### src/rtl/thermo_pkg.sv
// Shared thermometer-code helpers, used by the streaming codec and the legacy
// combinational encoder/decoder pair.
package thermo_pkg;

    localparam int K_DEFAULT   = 5;
    // Functions operate on a fixed-width container. Callers pass the live width w.
    localparam int THERM_MAX_W = 255;

    typedef enum logic {
        MODE_ENC = 1'b0,
        MODE_DEC = 1'b1
    } mode_e;

    typedef logic [THERM_MAX_W-1:0] therm_t;

    function automatic int therm_w(input int k);
        return (1 << k) - 1;
    endfunction

    function automatic therm_t therm_encode(input int a, input int w);
        therm_t r;
        r = '0;
        for (int i = 0; i < THERM_MAX_W; i++)
            r[i] = (i < w) && (i < a);
        return r;
    endfunction

    function automatic int therm_popcount(input therm_t code, input int w);
        int n;
        n = 0;
        for (int i = 0; i < THERM_MAX_W; i++)
            if ((i < w) && code[i])
                n++;
        return n;
    endfunction

    // Length of the unbroken run of ones starting at bit 0.
    function automatic int therm_strict(input therm_t code, input int w);
        int n;
        bit run;
        n   = 0;
        run = 1'b1;
        for (int i = 0; i < THERM_MAX_W; i++) begin
            if (run && (i < w) && code[i])
                n++;
            else
                run = 1'b0;
        end
        return n;
    endfunction

    function automatic bit therm_malformed(input therm_t code, input int w);
        bit seen_zero;
        bit bad;
        seen_zero = 1'b0;
        bad       = 1'b0;
        for (int i = 0; i < THERM_MAX_W; i++) begin
            if (i < w) begin
                if (!code[i])
                    seen_zero = 1'b1;
                else if (seen_zero)
                    bad = 1'b1;
            end
        end
        return bad;
    endfunction

endpackage

### src/rtl/thermo_pipe_slice.sv
// One valid/ready register stage. It reloads whenever it is empty or its
// contents leave this cycle, so back-to-back transfers run at full rate.
module thermo_pipe_slice #(
    parameter int PW = 8
) (
    input  logic          clk,
    input  logic          rst,
    input  logic          in_valid,
    output logic          in_ready,
    input  logic [PW-1:0] in_data,
    output logic          out_valid,
    input  logic          out_ready,
    output logic [PW-1:0] out_data
);

    logic load;

    assign load     = !out_valid || out_ready;
    assign in_ready = load;

    always_ff @(posedge clk) begin
        if (rst) begin
            out_valid <= 1'b0;
            out_data  <= '0;
        end else if (load) begin
            out_valid <= in_valid;
            if (in_valid)
                out_data <= in_data;
        end
    end

endmodule

### src/rtl/thermometer_codec_stream.sv
// Two-stage handshaked thermometer encoder/decoder with per-beat mode, bubble
// detection and a saturating malformed-beat counter.
module thermometer_codec_stream
    import thermo_pkg::*;
#(
    parameter int K          = K_DEFAULT,
    parameter int W          = therm_w(K),
    parameter bit BUBBLE_FIX = 1'b1,
    parameter int ERR_CNT_W  = 16
) (
    input  logic                 clk,
    input  logic                 rst,
    input  logic                 in_valid,
    output logic                 in_ready,
    input  logic                 in_mode,
    input  logic [W-1:0]         in_data,
    output logic                 out_valid,
    input  logic                 out_ready,
    output logic                 out_mode,
    output logic [W-1:0]         out_data,
    output logic                 out_err,
    output logic [ERR_CNT_W-1:0] err_cnt
);

    if (W != therm_w(K) || W > THERM_MAX_W) begin : g_bad_width
        $error("thermometer_codec_stream: W must equal 2**K-1 and not exceed THERM_MAX_W");
    end

    typedef struct packed {
        mode_e        mode;
        logic         mal;
        logic [W-1:0] data;
    } s1_t;

    typedef struct packed {
        mode_e        mode;
        logic         err;
        logic [W-1:0] data;
    } s2_t;

    s1_t  s1_d, s1_q;
    s2_t  s2_d, s2_q;
    logic v1, v2;
    logic s2_in_ready;

    // Bubble detection runs on the raw input so S2 only has to pick a result.
    always_comb begin
        s1_d      = '0;
        s1_d.mode = mode_e'(in_mode);
        s1_d.data = in_data;
        s1_d.mal  = therm_malformed(therm_t'(in_data), W);
    end

    thermo_pipe_slice #(.PW($bits(s1_t))) u_s1 (
        .clk       (clk),
        .rst       (rst),
        .in_valid  (in_valid),
        .in_ready  (in_ready),
        .in_data   (s1_d),
        .out_valid (v1),
        .out_ready (s2_in_ready),
        .out_data  (s1_q)
    );

    always_comb begin
        s2_d      = '0;
        s2_d.mode = s1_q.mode;
        if (s1_q.mode == MODE_ENC) begin
            s2_d.data = W'(therm_encode(int'(s1_q.data[K-1:0]), W));
        end else begin
            s2_d.err = s1_q.mal;
            if (BUBBLE_FIX)
                s2_d.data[K-1:0] = K'(therm_popcount(therm_t'(s1_q.data), W));
            else
                s2_d.data[K-1:0] = K'(therm_strict(therm_t'(s1_q.data), W));
        end
    end

    thermo_pipe_slice #(.PW($bits(s2_t))) u_s2 (
        .clk       (clk),
        .rst       (rst),
        .in_valid  (v1),
        .in_ready  (s2_in_ready),
        .in_data   (s2_d),
        .out_valid (v2),
        .out_ready (out_ready),
        .out_data  (s2_q)
    );

    assign out_valid = v2;
    assign out_mode  = s2_q.mode;
    assign out_data  = s2_q.data;
    assign out_err   = s2_q.err;

    // Counted on output completion so a stalled beat is counted exactly once.
    always_ff @(posedge clk) begin
        if (rst)
            err_cnt <= '0;
        else if (v2 && out_ready && s2_q.err && (err_cnt != {ERR_CNT_W{1'b1}}))
            err_cnt <= err_cnt + 1'b1;
    end

endmodule

### config.mk
export PLATFORM = sky130hd
export DESIGN_NAME = thermometer_codec_stream
export DESIGN_NICKNAME = d
export VERILOG_FILES = /design/src/rtl/thermo_pkg.sv /design/src/rtl/thermo_pipe_slice.sv /design/src/rtl/thermometer_codec_stream.sv
export SDC_FILE = /design/constraint.sdc
export NUM_CORES = 1
export LEC_CHECK = 0
export ABC_AREA = 0
export CAP_MARGIN = 20
export CORE_ASPECT_RATIO = 0.75
export CORE_MARGIN = 1
export CORE_UTILIZATION = 50
export CTS_BUF_LIST = sky130_fd_sc_hd__clkbuf_4
export DETAILED_ROUTE_END_ITERATION = 8
export GPL_TIMING_DRIVEN = 0
export PLACE_DENSITY = 0.83
export SYNTH_ARGS = -nofsm -noshare
export SYNTH_HDL_FRONTEND = slang
export SYNTH_SLANG_ARGS = --single-unit
### constraint.sdc
create_clock -name clk -period 18.9 [get_ports clk]
set_input_delay 1.89 -clock clk [delete_from_list [all_inputs] [get_ports clk]]
set_output_delay 1.89 -clock clk [all_outputs]
set_load 0.05 [all_outputs]
Yosys cells after proc, flatten, opt, wreduce, memory -nomap -nowiden
Cells that the tools add are included.
Word-level totals
  input bits: 36
  register bits after elaboration: 84
Cells by class
  $lt $le $gt $ge: 31
  multiplexer cells: 153
  eq/ne operators: 1
  reduce and logical (&&, ||, !) cells: 9
  $add $sub $neg: 31
Operator list (count)
  2-to-1 mux 5 bit: 61
  adder 5 x 2 -> 5 bit (second input constant): 30
  2-to-1 mux 1 bit: 91
  < comparator 5 bit (first input constant): 15
  < comparator 4 x 5 -> 1 bit (first input constant): 8
  2-to-1 mux 26 bit: 1
  < comparator 3 x 5 -> 1 bit (first input constant): 4
  adder 16 x 1 -> 16 bit (second input constant): 1
  inequality test 16 bit (second input constant): 1
  < comparator 1 x 5 -> 1 bit (first input constant): 2
  < comparator 2 x 5 -> 1 bit (first input constant): 2
  AND reduction 2 bit: 2
  logical AND 1 bit: 3
  zero test 1 bit: 2
  logical OR 1 bit: 2

Logic depth before layout (Yosys ltp)
Gate-level depths: netlist of the first run.
  depth after elaboration: 92
  depth in mapped cells: 85
  mapped depth without buffers: 83

Hierarchy
A second synthesis of the first run with hierarchy kept.
Second synthesis, totals
  cells, all modules: 1084
  area total of the unflattened synthesis: 8822.2 um2
Modules (own cells, without submodules)
  thermometer_codec_stream: area each 5579.1 um2, seq. area each 320.3 um2, cells an instance 774, instances 1
  thermo_pipe_slice: area each 1621.6 um2, seq. area each 680.7 um2, cells an instance 155, instances 2

Worst setup path before layout of the first run
Ideal clock, no wire load.
  path type: reg-to-reg
  from: register u_s1.out_data[1]
  to: register u_s2.out_data[1]
  cell stages (with the launch flop): 86
  arrival time: 14.026 ns
  buffers on the path: 2
  setup slack: 4.746 ns
  clock period less this slack: 14.154 ns
  path through: dfxtp_1 > clkbuf_1 > inv_1 > ha_1 > buf_2 > xor2_1 > ha_1 > nand2_1 > and3_1 > o21a_1 > nor2_1 > a21oi_1 > ha_1 > nor2b_1 > nor3_1 > o21ai_0 > nand2_1 > ha_1 > (+50 left out) > nand2_1 > a21oi_1 > xor2_1 > a21oi_1 > ha_1 > nand2_1 > o211ai_1 > o21ai_0 > xnor2_1 > mux2_2 > ha_1 > mux2i_1 > inv_1 > ha_1 > a21oi_1 > a211oi_1 > a21oi_1 > nor2_1
On the way
  word-level cells in the longest chain between the ends: 89
RTL lines
  from (decl): RTL line thermo_pipe_slice.sv:13  | output logic [PW-1:0] out_data
  from (signal assigned): RTL line thermo_pipe_slice.sv:28  | out_data <= in_data;
  2-to-1 mux 5 bit: RTL line thermo_pkg.sv:32  | if ((i < w) && code[i])
  2-to-1 mux 5 bit: RTL line thermometer_codec_stream.sv:68  | if (s1_q.mode == MODE_ENC) begin
  adder 5 x 2 -> 5 bit: RTL line thermo_pkg.sv:33  | n++;
  2-to-1 mux 5 bit: RTL line thermo_pkg.sv:32
  2-to-1 mux 5 bit: RTL line thermometer_codec_stream.sv:68
  adder 5 x 2 -> 5 bit: RTL line thermo_pkg.sv:33
  2-to-1 mux 5 bit: RTL line thermo_pkg.sv:32
  2-to-1 mux 5 bit: RTL line thermometer_codec_stream.sv:68
  (+73 left out)
  2-to-1 mux 5 bit: RTL line thermo_pkg.sv:32
  2-to-1 mux 5 bit: RTL line thermometer_codec_stream.sv:68
  adder 5 x 2 -> 5 bit: RTL line thermo_pkg.sv:33
  2-to-1 mux 5 bit: RTL line thermo_pkg.sv:32
  2-to-1 mux 5 bit: RTL line thermometer_codec_stream.sv:68
  adder 5 x 2 -> 5 bit: RTL line thermo_pkg.sv:33
  2-to-1 mux 5 bit: RTL line thermo_pkg.sv:32
  2-to-1 mux 5 bit *: RTL line thermometer_codec_stream.sv:68
  to (signal assigned): RTL line thermo_pipe_slice.sv:28
  to (decl): RTL line thermo_pipe_slice.sv:13
Every way passes the cells marked *; elsewhere a longest branch is shown, timed or not. The select of a mux whose other input is x is not followed.
A chain may end at the register's enable or synchronous reset.

Worst setup path after layout of the first run
  from: register u_s1.out_data[0]
  to: register u_s2.out_data[1]
On the way
  word-level cells in the longest chain between the ends: 92
RTL lines (RTL line)
  2-to-1 mux 1 bit: thermo_pkg.sv:32
  2-to-1 mux 5 bit: thermometer_codec_stream.sv:68
  adder 5 x 2 -> 5 bit: thermo_pkg.sv:33
  2-to-1 mux 5 bit: thermo_pkg.sv:32
  2-to-1 mux 5 bit: thermometer_codec_stream.sv:68
  adder 5 x 2 -> 5 bit: thermo_pkg.sv:33
  2-to-1 mux 5 bit: thermo_pkg.sv:32
  2-to-1 mux 5 bit: thermometer_codec_stream.sv:68
  (+76 left out)
  2-to-1 mux 5 bit: thermo_pkg.sv:32
  2-to-1 mux 5 bit: thermometer_codec_stream.sv:68
  adder 5 x 2 -> 5 bit: thermo_pkg.sv:33
  2-to-1 mux 5 bit: thermo_pkg.sv:32
  2-to-1 mux 5 bit: thermometer_codec_stream.sv:68
  adder 5 x 2 -> 5 bit: thermo_pkg.sv:33
  2-to-1 mux 5 bit: thermo_pkg.sv:32
  2-to-1 mux 5 bit *: thermometer_codec_stream.sv:68
Marks and branches as above.

==> key figures, run 1 <==
STA
  • Final Max Tran Viols: 0
  • Final Cycle Share: 0.889
  • Setup-failing EPs final: 0
  • Maximum clock rate: 59.5 MHz
  • Fin Clk Skew: 0.0144 ns
  • Crit path time final: 16.81 ns
  • Setup TNS: 0 ns
  • Hold Fails Final Rpt: 0
  • RSZ-0062 raised after global routing: no
  • Slew Limit Headroom: 0.352
  • Least-Margin Pin Slew: 0.965 ns

Global route
  • Initial antenna violation count: 0
  • Vias in the first global route: 6882
  • Total track usage: 0.263
  • Congestion Overflow GR: 0
  • First-pass GRT wire length: 33.1 mm
  • Largest net degree at the start of global routing: 14

Yosys
  • Ys Warns: 0
  • Synth Area in XOR/XNOR: 0.215
  • Synth area leaders: dfxtp_1 (22%), xnor2_1 (11%), nand2_1 (8.4%)
  • Main synth FF type: dfxtp_1
  • Post-Synth Adder-Cell Area: 0.0555
  • Post-synth top area cell: dfxtp_1
  • Mean Syn Cell Area: 7.32 µm²
  • Synth cell types: 77
  • Simple logic cell fraction of the synthesized area: 0.242
  • Synthesis-stage register bit count: 84
  • Synth Area in Compound Gates: 0.185
  • Post-Synthesis Cells: 1041
  • EDFF count, synth: 0
  • Synthesized net count: 1110
  • FFs w/ async S/R, synth: 0
  • Cell area after synthesis: 7620 µm²
  • Largest family of logic cells by synthesized area: simple AND/OR/NAND/NOR gates
  • Mux contribution to synthesized area: 0.0284
  • Yosys top cell area share: 0.221
  • Seq/Total Area, Yosys: 0.221

Clocking
  • Worst-Skew Late Latency: 0.44 ns
  • Clk slew on worst S/H paths: 0.13 ns
  • Sink Count: 84
  • Post-CTS Repair Setup Buffers: 0
  • Resize count post-CTS: 0
  • Num CTS Buffers: 9
  • CTS Hold Bufs: 0
  • CTS max path bufs: 2
  • H-Tree Depth: 3
  • CTS tree: built
  • Clock Tree Root: clkbuf_4

Routing
  • DRT iter0 DRCs: 538
  • Vias/cell: 5.59
  • Detail Route Antenna Nets: 0
  • WL/cell: 14.8 µm
  • Routed WL: 19.9 mm
  • Residual DRC: 0
  • DR vias: 7502
  • First drt pass iteration count: 5

Floorplan
  • # rows: 38
  • Initial Util: 0.520
  • Ports: 87
  • Die height: 109 µm
  • Die X: 145 µm
  • DIE AREA: 15700 µm²
  • Core ar.: 14600 µm²

Placement
  • Placed wire-length estimate: 15.5 mm
  • Gp weighted congestion: 0.954
  • Number of buffers added on ports: 86

Pwr
  • Maximum vdd drop: 0.0650 mV
  • Comb power frac: 0.726
  • Psw: 0.000554 W
  • Clock power frac: 0.111
  • Sequential Power Share: 0.163
  • PD cells: 129 nW/µm²
  • Leakage power: 3.29 nW
  • Cell internal pwr: 0.000597 W
  • Sw Share: 0.482

Worst setup path
  • CP Capture Type: flop
  • Critical path arrival: 17.14 ns
  • CP max stage delay: 0.39 ns
  • Worst r2r dst: u_s2.out_data[1]
  • Slowest cell on the critical path: dfxtp_1
  • CP Launch Type: flop
  • Reg-to-reg slack, setup: 2.09 ns
  • Setup Crit Path Kind: reg -> reg
  • Worst path required time: 19.23 ns
  • Worst-path fanout max: 10
  • Depth of the most critical reg-to-reg path: 85
  • Reg2reg start: u_s1.out_data[0]
  • Critical path's most frequent cell: ha_1

Cells and area
  • Layout fillers: 1387
  • Area of the multi-input gates: 5540 µm²
  • Area grow syn2layout: 16.8%
  • Final antenna diode count: 0
  • Most frequent cells in the layout: nand2_1 (170), a21oi_1 (113), nor2_1 (99), xnor2_1 (92), clkdlybuf4s50_1 (86)
  • Most common cell after layout, fill and taps aside: nand2_1
  • Nets: 1207
  • Final Core Density: 0.608
  • Share of cells above drive strength 1: 0.0456
  • Reg area: 1680 µm²

Min path
  • Worst Hold Depth: 2
  • Hold crit path type: reg -> reg
  • Worst Hold End: u_s2.out_data[17]
  • Hold Path Origin: u_s2.out_data[17]

Outcome
  • Status: complete, no violations

Flow run
  • Maxcap violations: 0
stage by stage:
stage          hold WS [ns]  cell area (µm²)  setup WS (ns)  total power (W)  std cells
2_1_floorplan         0.448             7620           4.75         0.000861       1041
3_3_place_gp          0.439             8730           2.71         0.000987       1327
3_5_place_dp          0.448             8730           2.49          0.00101       1327
4_1_cts               0.466             8900           2.37          0.00114       1341
5_1_grt               0.492             8900          0.727          0.00125       1341
6_report              0.459             8900           2.09          0.00115       1341
cell usage after synthesis, drive strengths merged (3+ instances only):
library cell,n
nand2,171
a21oi,113
nor2,99
xnor2,99
dfxtp,84
clkbuf,52
xor2,51
o21ai,43
inv,39
ha,33
nand3,33
nor3,30
mux2i,16
buf,11
nand4,10
nor2b,9
a211oi,8
nor4,8
xnor3,8
and2,7
nand3b,7
o21a,7
o31ai,7
or2,7
and3,6
nand2b,6
o22ai,6
a31oi,5
a21boi,4
a22oi,4
a32oi,4
nor3b,4
o41ai,4
or3,4
or4,4
a211o,3
a41oi,3
mux2,3
o221ai,3
sequential cells by signal (all words and copies together), names as in the netlist:
name            flops
u_s1.out_valid      1
err_cnt            16
u_s2.out_data      33
u_s2.out_valid      1
u_s1.out_data      33
kinds of logic after synthesis:
family,after synthesis
simple gates,410
fa+ha+maj,34
buf+inv,102
flops,84
xor+xnor,159
mux,20
compound gates,232
critical path: cells and delay by family, from the launching register on:
family	cells	cell delay, ns
mux	8	1.88
simple gates	20	2.70
fa+ha+maj	16	4.70
xor+xnor	12	2.43
compound gates	23	3.76
buf+inv	6	0.85
flops	1	0.39
power by group through the flow:
stage                     Clock, W  Sequential, W  Combinational (W)
final                     0.000127       0.000188           0.000836
after global routing      0.000135       0.000189           0.000924
after CTS                 0.000128       0.000188           0.000825
after detailed placement         0       0.000192           0.000817
after global placement           0       0.000192           0.000796
after floorplan                  0       0.000198           0.000663
worst max path at each step:
stage	cells past startpoint	from	to
final	85	u_s1.out_data[0]	u_s2.out_data[1]
after floorplan	85	u_s1.out_data[1]	u_s2.out_data[1]
after global placement	85	u_s1.out_data[1]	u_s2.out_data[1]
after global routing	85	u_s1.out_data[1]	u_s2.out_data[1]
after detailed placement	85	u_s1.out_data[1]	u_s2.out_data[1]
after CTS	85	u_s1.out_data[1]	u_s2.out_data[1]
routing by layer:
metal / part of all wire / vias to the layer above / track usage
li1: - / 3766 / -
met1: 0.49 / 3461 / 0.375
met2: 0.42 / 236 / 0.396
met3: 0.063 / 39 / 0.0474
met4: 0.024 / 0 / 0.0887
met5: 0 / - / 0
layout make-up:
type,instances,area share
Tap cell,200,0.0281
Clock buffer,9,0.00759
Clock inverter,5,0.0115
Multi-Input combinational cell,855,0.622
Timing Repair Buffer,86,0.0968
Sequential cell,84,0.189
Buffer,63,0.0284
Inverter,39,0.0165
No activity file was read; power rests on OpenSTA's default activity.
==> inputs of run 2 (changes only) <==
--- a/config.mk
+++ b/config.mk
@@ -6,7 +6,6 @@
 export NUM_CORES = 1
 export LEC_CHECK = 0
 export ABC_AREA = 0
-export CAP_MARGIN = 20
 export CORE_ASPECT_RATIO = 0.75
 export CORE_MARGIN = 1
 export CORE_UTILIZATION = 50
@@ -14,6 +13,7 @@
 export DETAILED_ROUTE_END_ITERATION = 8
 export GPL_TIMING_DRIVEN = 0
 export PLACE_DENSITY = 0.83
+export SKIP_CTS_REPAIR_TIMING = 1
 export SYNTH_ARGS = -nofsm -noshare
 export SYNTH_HDL_FRONTEND = slang
 export SYNTH_SLANG_ARGS = --single-unit
==> results of run 2 <==
Same layout as run 1: the final DEF is identical, and so are final timing and power.
